**src/rtl/conv_pkg.sv**
```systemverilog
// rtl/conv_pkg.sv - Q-format constants and size derivations shared by the convolution accumulators
package conv_pkg;

    localparam int Q_DATA_WIDTH = 32;
    localparam int Q_FRAC_BITS  = 16;

    // Largest signed value representable in a word of the given width.
    function automatic longint sat_max(input int width);
        return (longint'(1) <<< (width - 1)) - longint'(1);
    endfunction

    // Smallest signed value representable in a word of the given width.
    function automatic longint sat_min(input int width);
        return -(longint'(1) <<< (width - 1));
    endfunction

    // Products summed into one output point.
    function automatic int calc_acc_len(input int channels, input int kernel);
        return channels * kernel * kernel;
    endfunction

    // Counter width with one spare bit so ACC_LEN itself is representable.
    function automatic int calc_cnt_width(input int acc_len);
        return $clog2(acc_len) + 1;
    endfunction

endpackage

```
**src/rtl/conv_sat_shift.sv**
```systemverilog
// rtl/conv_sat_shift.sv - arithmetic rescale of a wide accumulator and saturation to one data word
module conv_sat_shift
    import conv_pkg::*;
#(
    parameter int DATA_WIDTH = Q_DATA_WIDTH,
    parameter int FRAC_BITS  = Q_FRAC_BITS,
    parameter int ACC_WIDTH  = 2 * Q_DATA_WIDTH + 5
) (
    input  logic signed [ACC_WIDTH-1:0]  sum_in,
    output logic signed [DATA_WIDTH-1:0] data_out
);

    localparam logic signed [ACC_WIDTH-1:0] MAX_V = ACC_WIDTH'(sat_max(DATA_WIDTH));
    localparam logic signed [ACC_WIDTH-1:0] MIN_V = ACC_WIDTH'(sat_min(DATA_WIDTH));

    logic signed [ACC_WIDTH-1:0] shifted;

    // Drop the fractional bits (floor toward -inf) and clamp into the output range.
    always_comb begin
        shifted = sum_in >>> FRAC_BITS;
        if (shifted > MAX_V) begin
            data_out = MAX_V[DATA_WIDTH-1:0];
        end else if (shifted < MIN_V) begin
            data_out = MIN_V[DATA_WIDTH-1:0];
        end else begin
            data_out = shifted[DATA_WIDTH-1:0];
        end
    end

endmodule

```
**src/rtl/conv_channel_accum.sv**
```systemverilog
// rtl/conv_channel_accum.sv - pipelined multiply-accumulate of one kernel window plus bias, rescaled and saturated
module conv_channel_accum
    import conv_pkg::*;
#(
    parameter int DATA_WIDTH     = Q_DATA_WIDTH,
    parameter int FRAC_BITS      = Q_FRAC_BITS,
    parameter int CHANNEL_NUM_IN = 1,
    parameter int KERNEL_SIZE    = 3,
    parameter int ACC_LEN        = calc_acc_len(CHANNEL_NUM_IN, KERNEL_SIZE),
    parameter int CNT_WIDTH      = calc_cnt_width(ACC_LEN),
    parameter int ACC_WIDTH      = 2 * DATA_WIDTH + CNT_WIDTH
) (
    input  logic                         clk,
    input  logic                         reset,
    input  logic                         clear,
    input  logic                         valid_in,
    input  logic signed [DATA_WIDTH-1:0] data_in,
    input  logic signed [DATA_WIDTH-1:0] weight_in,
    input  logic signed [DATA_WIDTH-1:0] bias_in,
    output logic signed [DATA_WIDTH-1:0] data_out,
    output logic                         valid_out,
    output logic                         busy
);

    localparam int                   PROD_WIDTH = 2 * DATA_WIDTH;
    localparam logic [CNT_WIDTH-1:0] CNT_LAST   = CNT_WIDTH'(ACC_LEN - 1);
    localparam logic [CNT_WIDTH-1:0] CNT_ONE    = CNT_WIDTH'(1);

    // S1: product register, input-side group counter, bias of the group being fed in
    logic [CNT_WIDTH-1:0]         in_cnt_q, in_cnt_d;
    logic signed [PROD_WIDTH-1:0] prod_q, prod_d;
    logic                         prod_v_q, prod_v_d;
    logic signed [DATA_WIDTH-1:0] bias_r_q, bias_r_d;

    // S2: accumulator, product counter, bias travelling alongside the accumulator
    logic [CNT_WIDTH-1:0]         cnt_q, cnt_d;
    logic signed [ACC_WIDTH-1:0]  acc_q, acc_d;
    logic signed [DATA_WIDTH-1:0] bias_acc_q, bias_acc_d;
    logic                         done_v_q, done_v_d;

    // S3: registered result
    logic signed [DATA_WIDTH-1:0] data_out_q, data_out_d;
    logic                         valid_out_q, valid_out_d;

    logic signed [ACC_WIDTH-1:0]  bias_ext;
    logic signed [ACC_WIDTH-1:0]  sum;
    logic signed [DATA_WIDTH-1:0] sat_result;

    // S1: multiply each accepted pair; latch the bias on the first element of a group.
    always_comb begin
        in_cnt_d = in_cnt_q;
        prod_d   = prod_q;
        prod_v_d = 1'b0;
        bias_r_d = bias_r_q;
        if (clear) begin
            in_cnt_d = '0;
        end else if (valid_in) begin
            prod_d   = PROD_WIDTH'(data_in) * PROD_WIDTH'(weight_in);
            prod_v_d = 1'b1;
            if (in_cnt_q == '0) begin
                bias_r_d = bias_in;
            end
            in_cnt_d = (in_cnt_q == CNT_LAST) ? '0 : in_cnt_q + CNT_ONE;
        end
    end

    // S2: restart or extend the running sum; flag the group's final product.
    // The bias is moved here with the first product so the next group's S1
    // capture cannot overwrite it before S3 uses it.
    always_comb begin
        cnt_d      = cnt_q;
        acc_d      = acc_q;
        bias_acc_d = bias_acc_q;
        done_v_d   = 1'b0;
        if (clear) begin
            cnt_d = '0;
        end else if (prod_v_q) begin
            if (cnt_q == '0) begin
                acc_d      = ACC_WIDTH'(prod_q);
                bias_acc_d = bias_r_q;
            end else begin
                acc_d = acc_q + ACC_WIDTH'(prod_q);
            end
            if (cnt_q == CNT_LAST) begin
                cnt_d    = '0;
                done_v_d = 1'b1;
            end else begin
                cnt_d = cnt_q + CNT_ONE;
            end
        end
    end

    assign bias_ext = ACC_WIDTH'(bias_acc_q) <<< FRAC_BITS;
    assign sum      = acc_q + bias_ext;

    conv_sat_shift #(
        .DATA_WIDTH (DATA_WIDTH),
        .FRAC_BITS  (FRAC_BITS),
        .ACC_WIDTH  (ACC_WIDTH)
    ) u_sat_shift (
        .sum_in   (sum),
        .data_out (sat_result)
    );

    // S3: register the saturated result for a completed group; hold it otherwise.
    always_comb begin
        data_out_d  = data_out_q;
        valid_out_d = done_v_q;
        if (done_v_q) begin
            data_out_d = sat_result;
        end
    end

    // Pipeline state; reset discards any partial group.
    always_ff @(posedge clk or negedge reset) begin
        if (!reset) begin
            in_cnt_q    <= '0;
            prod_q      <= '0;
            prod_v_q    <= 1'b0;
            bias_r_q    <= '0;
            cnt_q       <= '0;
            acc_q       <= '0;
            bias_acc_q  <= '0;
            done_v_q    <= 1'b0;
            data_out_q  <= '0;
            valid_out_q <= 1'b0;
        end else begin
            in_cnt_q    <= in_cnt_d;
            prod_q      <= prod_d;
            prod_v_q    <= prod_v_d;
            bias_r_q    <= bias_r_d;
            cnt_q       <= cnt_d;
            acc_q       <= acc_d;
            bias_acc_q  <= bias_acc_d;
            done_v_q    <= done_v_d;
            data_out_q  <= data_out_d;
            valid_out_q <= valid_out_d;
        end
    end

    assign data_out  = data_out_q;
    assign valid_out = valid_out_q;
    assign busy      = (cnt_q != '0) || prod_v_q;

endmodule

```
**config.mk**
```make
export PLATFORM = sky130hd
export DESIGN_NAME = conv_channel_accum
export DESIGN_NICKNAME = d
export VERILOG_FILES = /design/src/rtl/conv_pkg.sv /design/src/rtl/conv_sat_shift.sv /design/src/rtl/conv_channel_accum.sv
export SDC_FILE = /design/constraint.sdc
export NUM_CORES = 2
export LEC_CHECK = 0
export ABC_AREA = 1
export BUFFER_PORTS_ARGS = -buffer_cell sky130_fd_sc_hd__buf_2
export CAP_MARGIN = 0
export CELL_PAD_IN_SITES_DETAIL_PLACEMENT = 0
export CELL_PAD_IN_SITES_GLOBAL_PLACEMENT = 2
export CORE_MARGIN = 2
export CORE_UTILIZATION = 40
export CTS_BUF_LIST = sky130_fd_sc_hd__clkbuf_16
export DETAILED_ROUTE_END_ITERATION = 10
export PLACE_DENSITY = 0.89
export REMOVE_ABC_BUFFERS = 1
export SYNTH_ARGS = -nofsm -noshare
export SYNTH_HDL_FRONTEND = slang
export SYNTH_HIERARCHICAL = 1
export SYNTH_SLANG_ARGS = --single-unit
```
**constraint.sdc**
```tcl
create_clock -name clk -period 9 [get_ports clk]
set_input_delay 1.8 -clock clk [delete_from_list [all_inputs] [get_ports clk]]
set_output_delay 1.8 -clock clk [all_outputs]
set_load 0.1 [all_outputs]
```
==> results.cfg <==
[placement]
portBuffers = 133
placed_area_sq_um = 61130
place_ws_ns = -0.3257
place.gp.congestion = 0.9426
place_inst = 9562
dp_hpwl_um = 163200

[critical_path]
crit_arrival_ns = 9.15
r2r-start = bias_acc_q[31]
crit_required_ns = 9.51
crit_start = weight_in[17]
crit_path_end = prod_q[58]
worst_setup_path_start_kind = input pin
r2r_end = data_out[16]
cp-end-kind = register
crit_fanout = 15
r2r_setup_slack_ns = 4.23
path_class = in -> reg
rr_worst_depth = 15

[yosys]
yosysMostFrequentCell = nand2_1
ys.flop_type = dfrtp_1
ys_top_cells_by_area = fa_1 38%, nand2_1 14%, inv_1 12%
synth_cells = 7546
synth-edff-count = 0
synth_cell_type_count = 57
synth-seq-area-share = 0.1062
netlist_top_cells_count = 2110 x nand2_1, 1868 x inv_1, 1084 x fa_1, 421 x nor2_1, 308 x ha_1
avgSynthCellArea_sq_um = 7.556
synth_top_area_frac = 0.3806
syn-cell-area_sq_um = 57020
synthArstFlopShare = 1.000
synth_top_area_cell = fa_1
yosysWarnings = 6
ys_ff_latch = 242

[clock_network]
cts_tree = built
clk_latency_ns = 0.62
htree_levels = 1
cts_root_buf = clkbuf_16
cts_buffers = 30
cts.reportedPaths.clkPinSlew_ns = 0.07
post_cts.repair.setup_buffers = 0
clk_path_buf_depth = 3
cts_sinks = 242

[timing]
drv_slew = 0
worstMarginPinSlew_ns = 1.100
setup_viol = 0
hold_viol = 0
fmax_ghz = 0.1157
timing.final.ws_setup_ns = 0.3592
fin_crit_sh = 0.9601
slew_headroom = 0.2646
clock_skew_ns = 0.02515
tns_ns = 0
period_minus_slack_ns = 8.641
rsz0062_at_grt = no

[min_path]
min_path_cells = 2
hold_class = reg -> reg
hold_path.startpoint = bias_r_q[15]

[floorplan]
die_h_um = 381.6
pin_count = 134
die_x_um = 381.6
std_cell_rows = 138
start_util = 0.4027
core_sq_um = 141600
dieArea_sq_um = 145600

[global_routing]
grt_pass1_vias = 50954
antenna_found_initial = 3
grt_start_max_net_pins = 144
grt_use_total = 0.2645
grt_pass1_wl_um = 300100
grt.overflow.total = 0

[layout]
fin_area_sq_um = 62120
area_delta_synth_final_pct = 8.955
fillers = 14825
multi_input_area_sq_um = 42920
nets = 9196
drive_gt1_frac = 0.08113
n_antenna_cell = 0
ff_latch_area_sq_um = 6056
instances_no_fill = 9618

[run_status]
status = finished clean

[flow_run]
drv_cap = 0

[detailed_routing]
drc = 0
final_antenna_net_count = 0
dr.pass1.iters = 6
wl_per_cell_um = 19.62
vias = 47630
via_per_inst = 4.952
dr.first_iter.drc_count = 3273
drt_wl_total_um = 188700
routing by layer:
metal,track usage,part of all wire,vias up
met4,0.05359,0.022,0
met5,0,0,-
met2,0.4539,0.48,1036
met1,0.3681,0.46,23925
met3,0.01867,0.041,198
li1,-,-,22471
layout make-up:
cell class | instances | area share
multi-input combinational | 5172 | 0.6908
sequential | 242 | 0.09748
inverter | 1881 | 0.1137
tap | 1890 | 0.03806
clock inverter | 26 | 0.003887
clock buffer | 30 | 0.01208
timing repair buffer | 377 | 0.04399
cells in the final DEF (no fill, tap or decap), drive strengths merged, types with 3 or more instances in the layout:
cell	instances
fa	1084
a21o	20
o21bai	32
a21boi	9
dfrtp	242
xnor2	56
a22oi	5
inv	1883
ha	308
and2	4
nand3	224
bufinv	3
mux2	63
and3	6
clkbuf	30
nor4	9
nand4	45
nand2	2139
nor2	456
a221oi	4
a31oi	19
o21a	8
xor2	55
nor3	30
nand3b	11
buf	377
clkinvlp	3
clkinv	18
o211ai	22
a21oi	260
o22ai	5
o21ai	262
or2	27
timing repair:
| action | 4_1_cts | 5_1_grt |
|---|---|---|
| hold buffers | 0 | 0 |
| resized for setup | 0 | 1 |
| endpoints found under the hold margin | 0 | 0 |
| setup endpoints to repair | 0 | 1 |
through the flow:
stage,hold slack [ns],utilization
after floorplan,0.4434,-
after global placement,0.4567,0.4318
after detailed placement,0.4648,0.4318
after CTS,0.4727,0.4388
after global routing,0.4979,0.4388
final,0.4661,0.4388
flip-flops by register name (all words and copies together) (netlist names):
register	cells
data_out	32
prod_v_q	1
prod_q	64
cnt_q	5
bias_acc_q	32
valid_out	1
in_cnt_q	5
done_v_q	1
acc_q	69
bias_r_q	32
worst min-delay path by stage:
stage and end:
2_1_floorplan bias_acc_q[0], 3_3_place_gp bias_acc_q[30], 3_5_place_dp bias_acc_q[15], 4_1_cts bias_acc_q[15]
5_1_grt bias_acc_q[30], 6_report bias_acc_q[15]
logic make-up after synthesis:
logic type / after synthesis / share of synthesized area
fa+ha+maj: 1392 / 0.4482
flops: 242 / 0.1062
buf+inv: 2132 / 0.1415
mux: 63 / 0.01244
compound gates: 653 / 0.06498
xor+xnor: 111 / 0.01705
simple gates: 2953 / 0.2096
critical path: stages:
cell	delay [ns]
buf_2	0.39
nand2_1	0.26
fa_1	0.64
inv_1	0.11
fa_1	0.47
inv_1	0.30
fa_1	0.50
fa_1	0.52
fa_1	0.49
inv_1	0.05
fa_1	0.47
inv_1	0.06
fa_1	0.49
inv_1	0.06
fa_1	0.45
ha_1	0.34
buf_4	0.15
nand2_1	0.09
nor2_1	0.12
inv_1	0.10
nor3_1	0.57
nand3_1	0.38
nand3_1	0.15
nand2_1	0.06
nand3_1	0.06
nand2_1	0.05
Power is left out: the tool's default activity adds up to more than one toggle a clock period on the data nets, which glitch-free logic cannot reach.
